==> src/rtl/fmc_apb_seq.sv <==
// ---------------------------------------------------------------------------
// fmc_apb_seq
// Converts asynchronous FMC slave strobes (NE/NOE/NWE with A and D) into
// single APB3 transfers on clk. The strobes are synchronized and
// edge-detected. Address and data are captured, and the APB SETUP/ACCESS
// handshake is run. Read data is returned to the FMC pins with output-enable
// control. Slave errors, PREADY timeouts and host protocol violations are
// flagged in sticky bits.
//
// Ports
//   clk, resetn                 system clock, async active-low reset
//   io_fmc_A / io_fmc_D_in      FMC address / write data from host
//   io_fmc_D_out / io_fmc_D_oe  read data and pin output enable to host
//   io_fmc_NE/NOE/NWE           FMC strobes, active low, asynchronous
//   io_fmc_NWAIT                wait to host, active low
//   PADDR..PSLVERR              APB3 master port
//   clr_err                     pulse, clears the sticky error flags
//   busy                        sequencer not idle
//   err_slv/err_timeout/err_proto  sticky error flags
//
// Build option
//   FMC_NWAIT_EN  defined: NWAIT is driven low while an APB transfer is
//                 pending. Undefined: NWAIT is tied high.
//
// state  | meaning
// IDLE   | waiting for a synced NWE/NOE falling edge with NE low
// SETUP  | APB setup phase, PSEL=1 PENABLE=0, one cycle
// ACCESS | APB access phase, waiting for PREADY or timeout
// HOLD   | transfer done, drive read data until NE goes high
// ---------------------------------------------------------------------------
module fmc_apb_seq #(
    parameter int ADDR_W      = 26,
    parameter int DATA_W      = 32,
    parameter int SYNC_STAGES = 2,
    parameter int TIMEOUT     = 255
) (
    input  logic              clk,
    input  logic              resetn,
    input  logic [ADDR_W-1:0] io_fmc_A,
    input  logic [DATA_W-1:0] io_fmc_D_in,
    output logic [DATA_W-1:0] io_fmc_D_out,
    output logic              io_fmc_D_oe,
    input  logic              io_fmc_NE,
    input  logic              io_fmc_NOE,
    input  logic              io_fmc_NWE,
    output logic              io_fmc_NWAIT,
    output logic [ADDR_W+1:0] PADDR,
    output logic              PSEL,
    output logic              PENABLE,
    output logic              PWRITE,
    output logic [DATA_W-1:0] PWDATA,
    input  logic [DATA_W-1:0] PRDATA,
    input  logic              PREADY,
    input  logic              PSLVERR,
    input  logic              clr_err,
    output logic              busy,
    output logic              err_slv,
    output logic              err_timeout,
    output logic              err_proto
);

    typedef enum logic [1:0] {
        IDLE   = 2'd0,
        SETUP  = 2'd1,
        ACCESS = 2'd2,
        HOLD   = 2'd3
    } state_t;

    // ACCESS lasts TIMEOUT cycles: the counter is loaded with TIMEOUT-1 and
    // the abort fires on the cycle it reads zero.
    localparam logic [7:0]        TO_LOAD  = 8'(TIMEOUT - 1);
    localparam logic [DATA_W-1:0] TO_RDATA = DATA_W'(32'hDEAD_BEEF);

    // ---------------------------------------------------------------------
    // Strobe synchronizers, bit order {NE, NOE, NWE}
    // ---------------------------------------------------------------------
    logic [2:0] sync_q [SYNC_STAGES];
    logic [2:0] dly_q;
    logic [2:0] strb_s;
    logic       ne_s, noe_s;
    logic       ne_rise, noe_rise, nwe_rise;
    logic       noe_fall, nwe_fall;

    always_ff @(posedge clk or negedge resetn) begin
        if (!resetn) begin
            for (int i = 0; i < SYNC_STAGES; i++) begin
                sync_q[i] <= 3'b111;
            end
            dly_q <= 3'b111;
        end else begin
            sync_q[0] <= {io_fmc_NE, io_fmc_NOE, io_fmc_NWE};
            for (int i = 1; i < SYNC_STAGES; i++) begin
                sync_q[i] <= sync_q[i-1];
            end
            dly_q <= sync_q[SYNC_STAGES-1];
        end
    end

    assign strb_s   = sync_q[SYNC_STAGES-1];
    assign ne_s     = strb_s[2];
    assign noe_s    = strb_s[1];
    assign ne_rise  = strb_s[2] & ~dly_q[2];
    assign noe_rise = strb_s[1] & ~dly_q[1];
    assign nwe_rise = strb_s[0] & ~dly_q[0];
    assign noe_fall = ~strb_s[1] & dly_q[1];
    assign nwe_fall = ~strb_s[0] & dly_q[0];

    // ---------------------------------------------------------------------
    // Sequencer registers
    // ---------------------------------------------------------------------
    state_t            state_q, state_d;
    logic [ADDR_W+1:0] paddr_q, paddr_d;
    logic              pwrite_q, pwrite_d;
    logic [DATA_W-1:0] pwdata_q, pwdata_d;
    logic [DATA_W-1:0] dout_q, dout_d;
    logic [7:0]        cnt_q, cnt_d;
    // Set when the host broke off the current transfer early; it keeps the
    // data pins from being driven in HOLD.
    logic              acc_proto_q, acc_proto_d;
    logic              err_slv_q, err_slv_d;
    logic              err_to_q, err_to_d;
    logic              err_proto_q, err_proto_d;
    logic              set_slv, set_to, set_proto;
    logic              strobe_rise;

    assign strobe_rise = ne_rise | (pwrite_q ? nwe_rise : noe_rise);

    always_ff @(posedge clk or negedge resetn) begin
        if (!resetn) begin
            state_q     <= IDLE;
            paddr_q     <= '0;
            pwrite_q    <= 1'b0;
            pwdata_q    <= '0;
            dout_q      <= '0;
            cnt_q       <= '0;
            acc_proto_q <= 1'b0;
            err_slv_q   <= 1'b0;
            err_to_q    <= 1'b0;
            err_proto_q <= 1'b0;
        end else begin
            state_q     <= state_d;
            paddr_q     <= paddr_d;
            pwrite_q    <= pwrite_d;
            pwdata_q    <= pwdata_d;
            dout_q      <= dout_d;
            cnt_q       <= cnt_d;
            acc_proto_q <= acc_proto_d;
            err_slv_q   <= err_slv_d;
            err_to_q    <= err_to_d;
            err_proto_q <= err_proto_d;
        end
    end

    always_comb begin
        state_d     = state_q;
        paddr_d     = paddr_q;
        pwrite_d    = pwrite_q;
        pwdata_d    = pwdata_q;
        dout_d      = dout_q;
        cnt_d       = cnt_q;
        acc_proto_d = acc_proto_q;
        set_slv     = 1'b0;
        set_to      = 1'b0;
        set_proto   = 1'b0;

        case (state_q)
            IDLE: begin
                if (!ne_s && (nwe_fall || noe_fall)) begin
                    paddr_d     = {io_fmc_A, 2'b00};
                    acc_proto_d = 1'b0;
                    cnt_d       = TO_LOAD;
                    state_d     = SETUP;
                    if (nwe_fall) begin
                        // A write wins when both strobes fall together.
                        pwrite_d  = 1'b1;
                        pwdata_d  = io_fmc_D_in;
                        set_proto = noe_fall;
                    end else begin
                        pwrite_d = 1'b0;
                    end
                end
            end

            SETUP: begin
                cnt_d   = TO_LOAD;
                state_d = ACCESS;
                if (strobe_rise) begin
                    set_proto   = 1'b1;
                    acc_proto_d = 1'b1;
                end
            end

            ACCESS: begin
                if (strobe_rise) begin
                    set_proto   = 1'b1;
                    acc_proto_d = 1'b1;
                end
                if (PREADY) begin
                    if (!pwrite_q) begin
                        dout_d = PRDATA;
                    end
                    set_slv = PSLVERR;
                    state_d = HOLD;
                end else if (cnt_q == 8'd0) begin
                    if (!pwrite_q) begin
                        dout_d = TO_RDATA;
                    end
                    set_to  = 1'b1;
                    state_d = HOLD;
                end else begin
                    cnt_d = cnt_q - 8'd1;
                end
            end

            HOLD: begin
                // Level test so an NE release seen earlier, during an
                // aborted access, still returns the FSM to IDLE.
                if (ne_s) begin
                    state_d = IDLE;
                end
            end

            default: state_d = IDLE;
        endcase

        // A set event in the same cycle as clr_err takes priority.
        err_slv_d   = (err_slv_q   & ~clr_err) | set_slv;
        err_to_d    = (err_to_q    & ~clr_err) | set_to;
        err_proto_d = (err_proto_q & ~clr_err) | set_proto;
    end

    // ---------------------------------------------------------------------
    // Outputs
    // ---------------------------------------------------------------------
    assign PADDR        = paddr_q;
    assign PWRITE       = pwrite_q;
    assign PWDATA       = pwdata_q;
    assign PSEL         = (state_q == SETUP) || (state_q == ACCESS);
    assign PENABLE      = (state_q == ACCESS);
    assign busy         = (state_q != IDLE);
    assign io_fmc_D_out = dout_q;
    assign io_fmc_D_oe  = (state_q == HOLD) && !pwrite_q && !noe_s && !acc_proto_q;
    assign err_slv      = err_slv_q;
    assign err_timeout  = err_to_q;
    assign err_proto    = err_proto_q;

`ifdef FMC_NWAIT_EN
    // Low from strobe capture until ACCESS completes, which is exactly the
    // time spent in SETUP and ACCESS.
    assign io_fmc_NWAIT = !((state_q == SETUP) || (state_q == ACCESS));
`else
    assign io_fmc_NWAIT = 1'b1;
`endif

endmodule

==> config.mk <==
export PLATFORM = sky130hd
export DESIGN_NAME = fmc_apb_seq
export DESIGN_NICKNAME = d
export VERILOG_FILES = /design/src/rtl/fmc_apb_seq.sv
export SDC_FILE = /design/constraint.sdc
export NUM_CORES = 1
export LEC_CHECK = 0
export CAP_MARGIN = 30
export CELL_PAD_IN_SITES_DETAIL_PLACEMENT = 2
export CELL_PAD_IN_SITES_GLOBAL_PLACEMENT = 2
export CORE_MARGIN = 1.5
export CORE_UTILIZATION = 28
export CTS_BUF_LIST = sky130_fd_sc_hd__clkbuf_4 sky130_fd_sc_hd__clkbuf_8
export CTS_CLUSTER_SIZE = 40
export DETAILED_ROUTE_END_ITERATION = 6
export PLACE_DENSITY = 0.92
export SYNTH_ARGS = -nofsm -noshare
export SYNTH_HDL_FRONTEND = slang
export SYNTH_SLANG_ARGS = --single-unit
==> constraint.sdc <==
create_clock -name clk -period 2.5 [get_ports clk]
set_input_delay 0.25 -clock clk [delete_from_list [all_inputs] [get_ports clk]]
set_output_delay 0.25 -clock clk [all_outputs]
set_load 0.02 [all_outputs]
==> run summary, run 1 <==
IO Port Bufs - 195
worst skew pair latency - 440 ps
total gr overflow - 0
WP data arrival - 2000 ps
Hold WS - 215 ps
dpl hpwl - 11500 um
r2r setup slk - 420 ps
share of cells above drive strength 1 - 0.244
Post-Synth Adder-Cell Area - 0.0157
final wirelength - 15200 um
final hold vios - 0
Yosys warning count - 0
compound-cell area share of the yosys netlist - 0.101
post-synthesis mux area share - 0.137
final period utilization - 0.902
Netlist cell types - 45
Async SR Flop Fraction - 1.00
slowest CP cell - clkdlybuf4s50_1
Hold Crit Depth - 1
WL/cell - 18.9 um
initial antenna violation count - 0
final setup TNS - 0 ps
critical-path maximum fanout - 4
Finished Layout Cells - 806
simple-gate share of the synthesized area - 0.103
FF+latch count, synth - 114
Final Critical Period - 2250 ps
Slew headroom - 0.625
Critical Path End Type - output pin
clock skew - 9.96 ps
H-Tree Level Count - 4
largest net degree at the start of global routing - 65
num rows - 47
number of global-route vias before repair - 4343
Max Cap Viol - 0
cts repair resizes - 0
Final Setup Violations - 0
worst r2r path cells - 7
Via density - 4.55
placed inst area - 6960 um2
fmax - 444 MHz
critical path buffer and inverter count - 3
first-pass GRT wire length - 24100 um
CP max stage delay - 620 ps
Initial Util - 0.287
most common cell after layout, fill and taps aside - clkdlybuf4s50_1
P&R area growth vs syn - 55.3%
CTS Root Cell - clkbuf_8
met3 routed WL - 1080 um
CTS sink cnt - 114
nets - 677
core region area - 16600 um2
worst path cell trace - inv_1 > ha_1 > buf_4 > clkdlybuf4s50_1
average size of a mapped cell - 13.0 um2
Startpoint Class - flip-flop
CTS buffer count - 17
WHS Endpoint - sync_q[4]$_DFF_PN1_
r2r endpoint - cnt_q[0]$_DFFE_PN0P_
via count - 3670
reg-to-reg startpoint - state_q[0]$_DFFE_PN0P_
leakage - 3.08 nW
RSZ-0062 raised after global routing - false
Top Metal Used - met4
Met2 Wirelength - 8440 um
wire length on met1 - 5460 um
clock tree from TritonCTS - yes
CTS clk-pin slew, worst paths - 70 ps
post-layout utilization of the core - 0.446
largest family of logic cells by synthesized area - multiplexers
Max VDD drop - 0.539 mV
first drt pass iteration count - 4
EDFF count, synth - 0
PD cells - 1280 nW/um2
Setup Fix Bufs, Post-CTS - 0
most frequent cells in the layout - 194 x clkdlybuf4s50_1, 105 x dfrtp_1, 58 x mux2_2
family with the most delay on the worst path - buffers and inverters
Die ar. - 17900 um2
Crit Path Class - flip-flop to output pin
Synth Flop Type - dfrtp_1
initial drt markers - 84
Hold Crit Start - io_fmc_NOE
Longest Clk Path Bufs - 2
Layout fillers - 1671
sequential area share after synthesis - 0.599
CP required - 2250 ps
Tightest Hold Check Type - input port to flip-flop
outcome - finished, final reports clean
diodes inserted - 0
ANT nets after route - 0
Slew Viols, Final - 0
die width - 134 um
fin area - 7430 um2
Placer Congestion - 0.760
Slew @ Worst Pin - 563 ps
total track usage - 0.180
DR DRC count - 0
xor and xnor area share after synthesis - 0.00549
Post-Syn Instances - 369
I/O pins - 199
mapped cell area - 4780 um2
placed cells - 773
die height - 134 um
state kept, by name, summed over array words and instances, names as in the netlist:
| signal | flops |
|---|---|
| err_proto | 1 |
| io_fmc_D_out | 32 |
| dly_q | 3 |
| PADDR | 26 |
| state_q | 2 |
| sync_q | 3 |
| err_timeout | 1 |
| PWRITE | 1 |
| PWDATA | 32 |
| cnt_q | 8 |
| strb_s | 3 |
| err_slv | 1 |
| acc_proto_q | 1 |
worst reg2reg max path, cell delays in order, from the launching register on:
cell	delay [ps]
dfrtp_1	380
inv_1	90
ha_1	270
and2_1	190
a41oi_2	300
a21boi_0	430
nor2_1	90
a31o_2	230
layout make-up:
type / instances / area [um2] / area share
flip-flops and latches: 114 / 2860 / 0.386
repair buffers: 203 / 2050 / 0.276
multi-input cells: 228 / 1750 / 0.235
clock buffers: 23 / 304 / 0.0409
well taps: 220 / 275 / 0.0371
clock inverters: 9 / 151 / 0.0204
inverters: 9 / 33.8 / 0.00455
timing repair:
| item | CTS | global route |
|---|---|---|
| hold endpoints to repair | 30 | 0 |
| endpoints found under the setup margin | 0 | 0 |
| hold buffers | 1 | 0 |
cells in the mapped netlist (2+ instances only):
cell type  count  share of area
dfrtp_1      105           0.55
mux2_2        58           0.14
nand2_1       46          0.036
nor2b_1       28          0.037
o21ai_2       28          0.051
o21ai_0       10          0.010
dfstp_2        9          0.049
inv_1          9         0.0071
buf_2          6         0.0063
buf_6          6          0.014
ha_1           6          0.016
nor2_1         4         0.0031
a31oi_1        3         0.0039
buf_4          3         0.0047
clkbuf_1       3         0.0024
nand2b_1       3         0.0039
nand3_1        3         0.0031
o211ai_1       3         0.0047
xor2_1         3         0.0055
a21boi_0       2         0.0031
conb_1         2         0.0016
nor3_1         2         0.0021
o21ai_1        2         0.0021
o2bb2ai_1      2         0.0037
or2_2          2         0.0026
or3_1          2         0.0026
kinds of logic (layout without fill, tap and decap cells):
family          Yosys count  in the layout
simple gates             96             96
mux                      58             58
other cells               2              3
fa+ha+maj                 6              6
buf+inv                  28            244
flops                   114            114
xor+xnor                  3              3
compound gates           62             62
worst max-delay path by stage:
stage	startpoint	to	slack [ps]	depth (start not counted)
2_1_floorplan	state_q[0]$_DFFE_PN0P_	PADDR[17]$_DFFE_PN0P_	600	7
3_3_place_gp	PREADY	io_fmc_D_out[1]$_DFFE_PN0P_	570	6
3_5_place_dp	PREADY	cnt_q[0]$_DFFE_PN0P_	470	6
4_1_cts	state_q[1]$_DFFE_PN0P_	io_fmc_D_oe	190	3
5_1_grt	state_q[1]$_DFFE_PN0P_	io_fmc_D_oe	80	3
6_report	state_q[0]$_DFFE_PN0P_	PENABLE	250	4
routing by layer:
metal | GRT usage | up-vias
met5 | 0 | -
met3 | 0.0689 | 20
met2 | 0.333 | 126
met4 | 0.0676 | 0
li1 | - | 1665
met1 | 0.181 | 1859
through the flow:
stage / power [mW] / setup WS, ps
after floorplan: 5.32 / 600
after global placement: 7.34 / 569
after detailed placement: 7.63 / 475
after CTS: 9.69 / 189
after global routing: 10.1 / 83.9
final: 9.52 / 246
power breakdown:
group | internal [mW] | leakage, nW | switching (mW)
Sequential | 2.64 | 1.35 | 0.484
Combinational | 2.17 | 1.50 | 2.26
Clock | 1.21 | 0.233 | 0.748
Total | 6.02 | 3.08 | 3.50
(Power assumes the default switching activity.)
==> run 2, diff against run 1 <==
--- a/config.mk
+++ b/config.mk
@@ -9,11 +9,12 @@
 export CELL_PAD_IN_SITES_DETAIL_PLACEMENT = 2
 export CELL_PAD_IN_SITES_GLOBAL_PLACEMENT = 2
 export CORE_MARGIN = 1.5
-export CORE_UTILIZATION = 28
-export CTS_BUF_LIST = sky130_fd_sc_hd__clkbuf_4 sky130_fd_sc_hd__clkbuf_8
+export CORE_UTILIZATION = 27
+export CTS_BUF_LIST = sky130_fd_sc_hd__clkbuf_16
 export CTS_CLUSTER_SIZE = 40
 export DETAILED_ROUTE_END_ITERATION = 6
-export PLACE_DENSITY = 0.92
+export GPL_TIMING_DRIVEN = 0
+export PLACE_DENSITY = 0.9
 export SYNTH_ARGS = -nofsm -noshare
 export SYNTH_HDL_FRONTEND = slang
 export SYNTH_SLANG_ARGS = --single-unit
==> run 2 against run 1 <==
Clock power rose by 28%. Critical path depth rose by 3. Die area rose by 3.6%. Routed wire length rose by 9.7%. Register-to-register slack got worse by 210 ps. Worst hold slack improved by 23 ps. Utilization fell by 0.31 points. Combinational power rose by 1%. Fmax fell by 1.6%. Critical endpoint is now PADDR[19]$_DFFE_PN0P_.
==> run summary, run 2 (same netlist as run 1, synthesis figures left out) <==
Crit Path Class - flip-flop to flip-flop
worst r2r path cells - 7
die width - 136 um
initial antenna violation count - 0
PD cells - 1330 nW/um2
initial drt markers - 75
RSZ-0062 raised after global routing - false
WL/cell - 20.2 um
Die ar. - 18500 um2
first drt pass iteration count - 4
final hold vios - 0
r2r setup slk - 210 ps
WP data arrival - 2580 ps
share of cells above drive strength 1 - 0.247
fmax - 437 MHz
num rows - 48
outcome - finished, final reports clean
Tightest Hold Check Type - input port to asynchronous set/reset pin
largest net degree at the start of global routing - 101
CTS clk-pin slew, worst paths - 60 ps
via count - 3737
H-Tree Level Count - 4
number of global-route vias before repair - 4534
final period utilization - 0.916
clock skew - 8.27 ps
critical-path maximum fanout - 10
Critical Path End Type - flip-flop
I/O pins - 199
final wirelength - 16700 um
Placer Congestion - 0.708
Layout fillers - 1731
Longest Clk Path Bufs - 2
Hold WS - 238 ps
Final Setup Violations - 0
diodes inserted - 0
total track usage - 0.189
Initial Util - 0.276
Max VDD drop - 0.629 mV
first-pass GRT wire length - 26100 um
IO Port Bufs - 195
Via density - 4.54
Slew headroom - 0.649
Max Cap Viol - 0
P&R area growth vs syn - 60.3%
Setup Fix Bufs, Post-CTS - 0
Startpoint Class - flip-flop
most common cell after layout, fill and taps aside - clkdlybuf4s50_1
worst skew pair latency - 410 ps
CTS sink cnt - 114
CTS buffer count - 17
dpl hpwl - 11900 um
leakage - 3.21 nW
die height - 136 um
clock tree from TritonCTS - yes
DR DRC count - 0
nets - 690
total gr overflow - 0
post-layout utilization of the core - 0.443
ANT nets after route - 0
Slew @ Worst Pin - 527 ps
CP required - 2790 ps
most frequent cells in the layout - 194 x clkdlybuf4s50_1, 105 x dfrtp_1, 58 x mux2_2
Slew Viols, Final - 0
Final Critical Period - 2290 ps
CTS Root Cell - clkbuf_16
core region area - 17300 um2
==> run 2: final timing paths <==
check	start	end
setup / recovery	state_q[0]$_DFFE_PN0P_	PADDR[19]$_DFFE_PN0P_
hold / removal	resetn	PWDATA[6]$_DFFE_PN0P_
setup reg to reg	state_q[0]$_DFFE_PN0P_	PADDR[19]$_DFFE_PN0P_
hold reg to reg	sync_q[5]$_DFF_PN1_	strb_s[2]$_DFF_PN1_
max in group asynchronous	resetn	strb_s[0]$_DFF_PN1_
min in group clk	io_fmc_NOE	sync_q[4]$_DFF_PN1_
==> run 2: repair_timing <==
item,in CTS,in global routing
hold buffers,1,0
gates resized for setup,0,2
hold endpoints to repair,14,0
setup endpoints to repair,0,10
==> run 2: report_power, final <==
part / internal (mW) / total, mW / leakage [nW] / switching, mW
Combinational: 2.20 / 4.50 / 1.55 / 2.30
Clock: 1.64 / 2.51 / 0.300 / 0.866
Sequential: 2.64 / 3.15 / 1.35 / 0.506
==> run 2: area by class of cell <==
cell class              count  area, um2  share of cell area
well taps                 225        282              0.0367
repair buffers            197       1990               0.260
clock inverters            15        175              0.0229
multi-input cells         228       1740               0.227
inverters                   9       33.8             0.00441
plain buffers              19        151              0.0198
clock buffers              17        425              0.0555
flip-flops and latches    114       2860               0.374
==> run 2: worst max-delay path, stage by stage (launching register included) <==
cell	delay, ps
dfrtp_1	410
inv_1	120
ha_1	270
nand2b_1	150
o21ba_2	320
clkbuf_4	270
clkbuf_4	270
mux2_2	360
==> run 2: per-layer routing <==
| layer | share of wire | routed length, um | vias up | GRT usage |
|---|---|---|---|---|
| li1 | - | - | 1700 | - |
| met1 | 0.35 | 5890 | 1893 | 0.192 |
| met2 | 0.57 | 9440 | 123 | 0.359 |
| met3 | 0.064 | 1070 | 21 | 0.0686 |
| met4 | 0.017 | 282 | 0 | 0.0538 |
| met5 | 0 | 0 | - | 0 |
==> run 2: stage by stage <==
| stage | setup WS, ps | instance area (um2) | instances | total power [mW] | TNS (ps) |
|---|---|---|---|---|---|
| finish | 209 | 7660 | 824 | 10.2 | 0 |
| global route | 74.2 | 7660 | 824 | 10.7 | 0 |
| CTS | 49.3 | 7660 | 824 | 10.3 | 0 |
| detailed placement | 83.7 | 7050 | 791 | 7.67 | 0 |
| global placement | -3180 | 7020 | 790 | 7.39 | -348100 |
| floorplan | 600 | 4790 | 370 | 5.32 | 0 |
